**config.mk**
```make
export PLATFORM = sky130hd
export DESIGN_NAME = reci_arbiter
export DESIGN_NICKNAME = d
export VERILOG_FILES = /design/src/rtl/reci_arbiter.sv
export SDC_FILE = /design/constraint.sdc
export NUM_CORES = 1
export LEC_CHECK = 0
export BUFFER_PORTS_ARGS = -buffer_cell sky130_fd_sc_hd__buf_2
export CAP_MARGIN = 0
export CORE_ASPECT_RATIO = 0.5
export CORE_MARGIN = 10
export CORE_UTILIZATION = 47
export CTS_BUF_LIST = sky130_fd_sc_hd__clkbuf_4
export DETAILED_ROUTE_END_ITERATION = 8
export GPL_TIMING_DRIVEN = 0
export PLACE_DENSITY = 0.95
export SYNTH_ARGS = -nofsm -noshare
export SYNTH_HDL_FRONTEND = slang
export SYNTH_SLANG_ARGS = --single-unit
```
**constraint.sdc**
```tcl
create_clock -name clk -period 2.3 [get_ports clk]
set_input_delay 0.115 -clock clk [delete_from_list [all_inputs] [get_ports clk]]
set_output_delay 0.115 -clock clk [all_outputs]
set_load 0.01 [all_outputs]
```
**src/rtl/reci_arbiter.sv**
```systemverilog
// Round-robin scheduler sharing one fixed-latency reciprocal core among NUM_REQ requesters.
// Optional per-requester response counters are enabled by defining RECI_ARB_PERF_CNT_EN.
module reci_arbiter #(
  parameter int FLT_WIDTH = 23,
  parameter int NUM_REQ   = 4,
  parameter int REQ_IDX_W = 2,
  parameter int CORE_LAT  = 0
) (
  input  logic                           clk,
  input  logic                           rst_n,
  input  logic [NUM_REQ-1:0]             req_valid,
  input  logic [NUM_REQ*FLT_WIDTH-1:0]   req_x,
  output logic [NUM_REQ-1:0]             req_ready,
  input  logic                           arb_hold,
  output logic [FLT_WIDTH-1:0]           core_x,
  output logic                           core_valid,
  input  logic [FLT_WIDTH-1:0]           core_result,
  output logic [NUM_REQ-1:0]             rsp_valid,
  output logic [FLT_WIDTH-1:0]           rsp_result,
`ifdef RECI_ARB_PERF_CNT_EN
  input  logic                           perf_clr,
  output logic [NUM_REQ*16-1:0]          perf_cnt,
`endif
  output logic                           busy
);

  logic [REQ_IDX_W-1:0] ptr_reg;
  logic                 grant_any;
  logic [REQ_IDX_W-1:0] grant_idx;
  logic [FLT_WIDTH-1:0] sel_x;

  logic [FLT_WIDTH-1:0] core_x_reg;
  logic                 core_valid_reg;
  logic [REQ_IDX_W-1:0] issue_tag_reg;

  logic                 algn_valid;
  logic [REQ_IDX_W-1:0] algn_tag;
  logic                 pipe_busy;

  logic [NUM_REQ-1:0]   rsp_valid_next;
  logic [NUM_REQ-1:0]   rsp_valid_reg;
  logic [FLT_WIDTH-1:0] rsp_result_reg;

  // Scan downward so the candidate closest to the pointer is written last and wins.
  always_comb begin
    grant_any = 1'b0;
    grant_idx = '0;
    for (int k = NUM_REQ - 1; k >= 0; k--) begin
      if (req_valid[(int'(ptr_reg) + k) % NUM_REQ]) begin
        grant_any = 1'b1;
        grant_idx = REQ_IDX_W'((int'(ptr_reg) + k) % NUM_REQ);
      end
    end
    // Grants are suppressed while held or while reset is asserted.
    if (arb_hold || !rst_n) begin
      grant_any = 1'b0;
    end
  end

  assign sel_x = req_x[int'(grant_idx)*FLT_WIDTH +: FLT_WIDTH];

  genvar gi;
  generate
    for (gi = 0; gi < NUM_REQ; gi++) begin : g_dec
      assign req_ready[gi]      = grant_any && (grant_idx == REQ_IDX_W'(gi));
      assign rsp_valid_next[gi] = algn_valid && (algn_tag == REQ_IDX_W'(gi));
    end
  endgenerate

  always_ff @(posedge clk or negedge rst_n) begin
    if (!rst_n) begin
      ptr_reg        <= '0;
      core_x_reg     <= '0;
      core_valid_reg <= 1'b0;
      issue_tag_reg  <= '0;
    end else begin
      core_valid_reg <= grant_any;
      if (grant_any) begin
        core_x_reg    <= sel_x;
        issue_tag_reg <= grant_idx;
        ptr_reg       <= (grant_idx == REQ_IDX_W'(NUM_REQ - 1)) ? '0 : grant_idx + 1'b1;
      end
    end
  end

  // Tag pipe mirrors the core latency so each result meets its requester index.
  generate
    if (CORE_LAT == 0) begin : g_nopipe
      assign algn_valid = core_valid_reg;
      assign algn_tag   = issue_tag_reg;
      assign pipe_busy  = 1'b0;
    end else begin : g_pipe
      logic [CORE_LAT-1:0]  vld_reg;
      logic [REQ_IDX_W-1:0] tag_reg [CORE_LAT];

      always_ff @(posedge clk or negedge rst_n) begin
        if (!rst_n) begin
          vld_reg[0] <= 1'b0;
          tag_reg[0] <= '0;
        end else begin
          vld_reg[0] <= core_valid_reg;
          tag_reg[0] <= issue_tag_reg;
        end
      end

      for (gi = 1; gi < CORE_LAT; gi++) begin : g_stage
        always_ff @(posedge clk or negedge rst_n) begin
          if (!rst_n) begin
            vld_reg[gi] <= 1'b0;
            tag_reg[gi] <= '0;
          end else begin
            vld_reg[gi] <= vld_reg[gi-1];
            tag_reg[gi] <= tag_reg[gi-1];
          end
        end
      end

      assign algn_valid = vld_reg[CORE_LAT-1];
      assign algn_tag   = tag_reg[CORE_LAT-1];
      assign pipe_busy  = |vld_reg;
    end
  endgenerate

  always_ff @(posedge clk or negedge rst_n) begin
    if (!rst_n) begin
      rsp_valid_reg  <= '0;
      rsp_result_reg <= '0;
    end else begin
      rsp_valid_reg <= rsp_valid_next;
      if (algn_valid) begin
        rsp_result_reg <= core_result;
      end
    end
  end

  assign core_x     = core_x_reg;
  assign core_valid = core_valid_reg;
  assign rsp_valid  = rsp_valid_reg;
  assign rsp_result = rsp_result_reg;
  assign busy       = core_valid_reg | pipe_busy | (|rsp_valid_reg);

`ifdef RECI_ARB_PERF_CNT_EN
  generate
    for (gi = 0; gi < NUM_REQ; gi++) begin : g_perf
      logic [15:0] cnt_reg;

      always_ff @(posedge clk or negedge rst_n) begin
        if (!rst_n) begin
          cnt_reg <= '0;
        end else if (perf_clr) begin
          cnt_reg <= '0;
        end else if (rsp_valid_reg[gi] && (cnt_reg != 16'hFFFF)) begin
          cnt_reg <= cnt_reg + 16'd1;
        end
      end

      assign perf_cnt[gi*16 +: 16] = cnt_reg;
    end
  endgenerate
`endif

endmodule

```
==> results of run 1 <==
## synthesized netlist by cell type, drive strengths merged, types with 2 or more instances
master / count / area share
and3: 25 / 0.056
nand2: 9 / 0.012
clkbuf: 12 / 0.016
a211oi: 23 / 0.061
mux2i: 23 / 0.082
mux2: 23 / 0.092
o21ai: 26 / 0.050
inv: 3 / 0.0040
o22ai: 23 / 0.051
nor2: 3 / 0.0040
buf: 10 / 0.021
nand2b: 3 / 0.0067
nor3: 2 / 0.0036
nand4b: 2 / 0.012
dfrtp: 55 / 0.49
nor3b: 2 / 0.0053
or2: 2 / 0.0053
## stage by stage
step / setup TNS [ps] / utilization
final: 0 / 0.738
after detailed placement: -3310 / 0.672
after CTS: 0 / 0.732
after global routing: 0 / 0.737
after floorplan: 0 / -
after global placement: -2590 / 0.672
## timing repair
action,in CTS,in global routing
hold endpoints to repair,78,1
setup buffers,0,1
endpoints found under the setup margin,2,1
gates resized for setup,1,1
hold buffers,25,2
## critical path, delay by kind of cell, from the launching register on
kind	cells	cell delay (ps)
and+or+nand+nor	3	570
DFF	1	400
AOI/OAI and AO/OA	1	360
buffers and inverters	2	330
## routing by layer
metal	vias to the layer above	part of all wire	GRT usage
li1	1375	-	-
met1	1432	0.35	0.201
met2	115	0.58	0.414
met3	22	0.051	0.0364
met4	0	0.020	0.0563
met5	-	0	0
## cell type report
cell class	count	area, um^2
fillers	409	1480
flip-flops and latches	55	1380
multi-input cells	173	1320
repair buffers	205	1180
plain buffers	22	105
well taps	73	91.3
clock buffers	5	37.5
clock inverters	3	27.5
inverters	3	11.3
diodes	1	2.50
## cell families (layout without fill, tap and decap cells)
family                    Yosys count  after routing  synth area share
other                               0              1                 0
buffers and inverters              25            238            0.0414
xor gates and xnor gates            1              1           0.00312
AOI/OAI and AO/OA                  76             76             0.182
DFF                                55             55             0.490
and+or+nand+nor                    50             50             0.110
muxes                              46             46             0.174
## power groups by stage
stage	sequential (W)	clock, W	combinational, W
after floorplan	0.00150	0	0.000834
after global placement	0.00137	0	0.00151
after detailed placement	0.00139	0	0.00156
after CTS	0.00137	0.000467	0.00160
after global routing	0.00141	0.000503	0.00175
final	0.00138	0.000463	0.00162
## worst paths after layout
check,depth (start not counted),slack [ps],to
worst max-delay path,6,160,req_ready[0]
worst min-delay path,3,20,core_x[10]
worst max register to register,6,370,core_x[8]
worst min register to register,1,510,rsp_valid[2]
max in group asynchronous,3,1800,core_x[5]
min in group asynchronous,3,260,core_x[0]
==> impl_metrics.py, run 1 <==
metrics = {
    "synth": {
        "synthesis.nets": 375,
        "synth_flop_cell": "dfrtp_1",
        "synth_seq_cells": 55,
        "yosysUniqueCellTypes": 31,
        "async_flop_share": 1.00,
        "synth_edf_count": 0,
        "syn_area_um2": 2810,
        "syn_inst": 253,
        "yosys_warnings": 0,
        "syn_area_per_cell_um2": 11.1,
        "seq_area_frac_synth": 0.490,
    },
    "power_and_ir_drop": {
        "power.internal_w": 0.00210,
        "p_comb_frac": 0.468,
        "pwr-share-seq": 0.399,
        "pwr-share-clk": 0.134,
        "cellPowerDensity_nw_per_um2": 834,
        "p_total_w": 0.00347,
        "p_leak_nw": 2.11,
        "irDropWorstVdd_uv": 458,
        "p_sw_frac": 0.395,
        "p_sw_w": 0.00137,
    },
    "floorplanning": {
        "fp.coreArea_um2": 5630,
        "die_w_um": 129,
        "rows": 19,
        "die_y_um": 74.7,
        "dieArea_um2": 9660,
        "initial_utilization": 0.499,
        "ios": 178,
    },
    "worst_setup_path": {
        "slowest_delay_ps": 400,
        "critical_path.slowest_cell": "dfrtp_1",
        "crit_type": "flip-flop to output pin",
        "cp_common_cell": "buf_2",
        "crit_path_end_kind": "output pin",
        "cp.arrival_ps": 2030,
        "startpoint_type": "flip-flop",
        "crit_start": "ptr_reg[0]",
        "r2r_start": "ptr_reg[1]",
        "worst-path-max-fanout": 6,
        "cp_data_required_time_ps": 2180,
        "worstPathCellList": "and2b_1, a311oi_2, or2_1, buf_2, nor3b_1, buf_2",
    },
    "finish": {
        "final_cell_mix": "buf_2, dfrtp_1, dlygate4sd3_1",
        "mostFrequentLayoutCell": "buf_2",
        "finalNetCount": 587,
        "area.growth.synth_to_final_pct": 47.8,
        "drive_gt1_frac": 0.483,
        "fin_cells": 540,
        "design_area_um2": 4160,
    },
    "grt": {
        "track_usage": 0.199,
        "grt_start_max_net_pins": 56,
        "grt_overflow": 0,
        "antenna_found_initial": 0,
        "grt_pass1_wl_mm": 15.5,
        "grt_pass1_vias": 3101,
    },
    "sta": {
        "finalHoldViolCount": 0,
        "relSlewSlack": 0.647,
        "final.setup_skew_ps": 20.8,
        "max_freq_mhz": 467,
        "drv_slew": 0,
        "finalCriticalPeriod_ps": 2140,
        "setup_viol_count_final": 0,
        "rsz0062_at_grt": "false",
        "holdWs_ps": 19.4,
        "worst_slack_ps": 159,
        "tightest_slew_ps": 529,
        "finalCritPeriodShare": 0.931,
    },
    "clock_network": {
        "cts.sinks": 55,
        "cts_tree": "yes",
        "root_buffer": "clkbuf_4",
        "cts_buffers": 5,
        "clk_pin_slew_ps": 160,
        "worst_skew_pair.late_latency_ps": 390,
        "clk_path_buf_depth": 2,
        "cts_max_level": 2,
    },
    "routing": {
        "dr.first_iter.drc_count": 183,
        "vias_per_cell": 5.45,
        "wl_per_cell_um": 19.6,
        "first_pass_iters": 4,
        "wl_mm": 10.6,
        "ant_nets": 0,
        "via_count": 2944,
        "drcViolationCount": 0,
    },
    "run_status": {
        "status": "complete, no violations",
    },
    "placement": {
        "dp_hpwl_mm": 7.71,
        "dp.cells": 503,
        "portBuffers": 177,
        "dpl_cell_area_um2": 3790,
        "place.gp.congestion": 0.850,
        "place_ws_ps": -314,
    },
    "min_path": {
        "hold_class": "input pin to flip-flop",
        "min_from": "req_x[10]",
    },
    "flow_run": {
        "max_cap_viol_count": 0,
    },
}
Power figures use the tool's default switching activity.
==> run 2: changes to the inputs <==
==> constraint.sdc (replaced) <==
create_clock -name clk -period 2.3 [get_ports clk]
set_input_delay 0.46 -clock clk [delete_from_list [all_inputs] [get_ports clk]]
set_output_delay 0.46 -clock clk [all_outputs]
set_load 0.01 [all_outputs]
==> run 2 against run 1 <==
The run now ends with negative setup slack left. Non-clock buffer count decreased by 23. Sequential power barely moved. Highest routed layer unchanged. Largest power group unchanged. Maximum frequency fell by 7.8%. Clock skew decreased by 7.7 ps. Flip-flop and latch count did not move.
==> impl_metrics.py, run 2 (synthesized netlist as in run 1, its figures left out) <==
metrics = {
    "run_status": {
        "status": "finished with violations",
        "failed_checks": "negative setup slack",
    },
    "worst_setup_path": {
        "cp_data_required_time_ps": 1840,
        "startpoint_type": "flip-flop",
        "critical_path.slowest_cell": "dfrtp_1",
        "slowest_delay_ps": 420,
        "cp.arrival_ps": 1860,
        "crit_type": "flip-flop to output pin",
        "crit_path_end_kind": "output pin",
        "worst-path-max-fanout": 5,
        "worstPathCellList": "and2b_1, a311oi_4, or2_1, buf_6, buf_4, nor2_1, buf_2",
    },
    "floorplanning": {
        "initial_utilization": 0.499,
        "ios": 178,
        "fp.coreArea_um2": 5630,
        "die_y_um": 74.7,
        "dieArea_um2": 9660,
        "rows": 19,
        "die_w_um": 129,
    },
    "sta": {
        "finalCritPeriodShare": 1.01,
        "worst_slack_ps": -21.4,
        "finalCriticalPeriod_ps": 2320,
        "holdWs_ps": 15.5,
        "relSlewSlack": 0.647,
        "rsz0062_at_grt": "true",
        "finalHoldViolCount": 0,
        "tightest_slew_ps": 530,
        "final.setup_skew_ps": 13.1,
        "max_freq_mhz": 431,
        "drv_slew": 0,
        "setup_viol_count_final": 2,
    },
    "placement": {
        "place_ws_ps": -1000,
        "place.gp.congestion": 0.850,
        "portBuffers": 177,
        "dp_hpwl_mm": 7.71,
    },
    "routing": {
        "drcViolationCount": 0,
        "vias_per_cell": 5.59,
        "wl_mm": 9.96,
        "wl_per_cell_um": 19.2,
        "first_pass_iters": 5,
        "via_count": 2897,
        "dr.first_iter.drc_count": 187,
        "ant_nets": 0,
    },
    "min_path": {
        "hold_class": "input pin to asynchronous set/reset pin",
    },
    "clock_network": {
        "clk_pin_slew_ps": 180,
        "cts_buffers": 5,
        "root_buffer": "clkbuf_4",
        "cts_tree": "yes",
        "cts.sinks": 55,
        "clk_path_buf_depth": 2,
        "cts_max_level": 2,
        "worst_skew_pair.late_latency_ps": 380,
    },
    "grt": {
        "grt_overflow": 0,
        "antenna_found_initial": 1,
        "track_usage": 0.188,
        "grt_pass1_vias": 3012,
        "grt_start_max_net_pins": 56,
        "grt_pass1_wl_mm": 14.7,
    },
    "finish": {
        "finalNetCount": 564,
        "area.growth.synth_to_final_pct": 41.6,
        "final_cell_mix": "buf_2, dfrtp_1, and3_1",
        "mostFrequentLayoutCell": "buf_2",
        "drive_gt1_frac": 0.528,
        "fin_util": 0.706,
    },
    "power_and_ir_drop": {
        "p_leak_nw": 2.03,
        "cellPowerDensity_nw_per_um2": 885,
        "irDropWorstVdd_uv": 449,
    },
    "flow_run": {
        "max_cap_viol_count": 0,
    },
}
==> run 2: cell types whose count changed in the layout (fill, tap and decap cells not counted), sizes merged <==
cell / previous run / this run
buf: 189 / 194
clkbuf: 17 / 15
diode: 1 / 2
dlygate4sd3: 26 / 0
==> run 2: critical path: cells and delay by family, from the launching register on <==
family,cells,cell delay [ps]
flops,1,420
compound gates,1,70
buf+inv,3,400
simple gates,3,600
==> run 2: path summary, 6_finish.rpt <==
check | startpoint | end | slack [ps] | depth (start not counted)
max | ptr_reg[0] | req_ready[3] | -20 | 7
min | rst_n | rsp_result[19] | 20 | 2
max reg2reg | ptr_reg[0] | core_x[8] | 340 | 7
min reg2reg | algn_tag[0] | rsp_valid[2] | 510 | 1
min in group clk | core_result[22] | rsp_result[22] | 290 | 2
max in group asynchronous | rst_n | ptr_reg[1] | 2030 | 2
==> run 2: area by class of cell <==
class / count / area [um^2]
Fill cell: 420 / 1650
Sequential cell: 55 / 1380
Multi-Input combinational cell: 173 / 1350
Timing Repair Buffer: 184 / 968
Buffer: 20 / 114
Tap cell: 73 / 91.3
Clock buffer: 5 / 37.5
Clock inverter: 3 / 27.5
Inverter: 3 / 11.3
Antenna cell: 2 / 5.00
==> run 2: power by group <==
part	total, W	switching [W]	internal [W]
Clock	0.000461	0.000332	0.000129
Sequential	0.00138	0.000158	0.00122
Combinational	0.00168	0.000891	0.000787
==> run 2: timing repair <==
| item | CTS | global route |
|---|---|---|
| pin swaps | 2 | 3 |
| buffers inserted | 2 | 4 |
| gates resized for setup | 11 | 4 |
| hold buffers | 1 | 0 |
| endpoints found under the setup margin | 23 | 5 |
| hold endpoints to repair | 55 | 0 |
==> run 2: per-stage QoR <==
stage | instances | power (W) | TNS (ps) | instance area, um^2
after floorplan | 253 | 0.00233 | 0 | 2810
after global routing | 517 | 0.00372 | -409 | 3980
after global placement | 503 | 0.00288 | -13650 | 3790
after detailed placement | 503 | 0.00295 | -14770 | 3790
final | 518 | 0.00352 | -25.1 | 3980
after CTS | 512 | 0.00346 | -35.4 | 3930
==> run 2: layer usage <==
layer	wire [um]	track usage	share of wire
met1	3480	0.191	0.35
met2	5590	0.379	0.56
met3	569	0.0357	0.057
met4	322	0.0726	0.032
met5	0	0	0
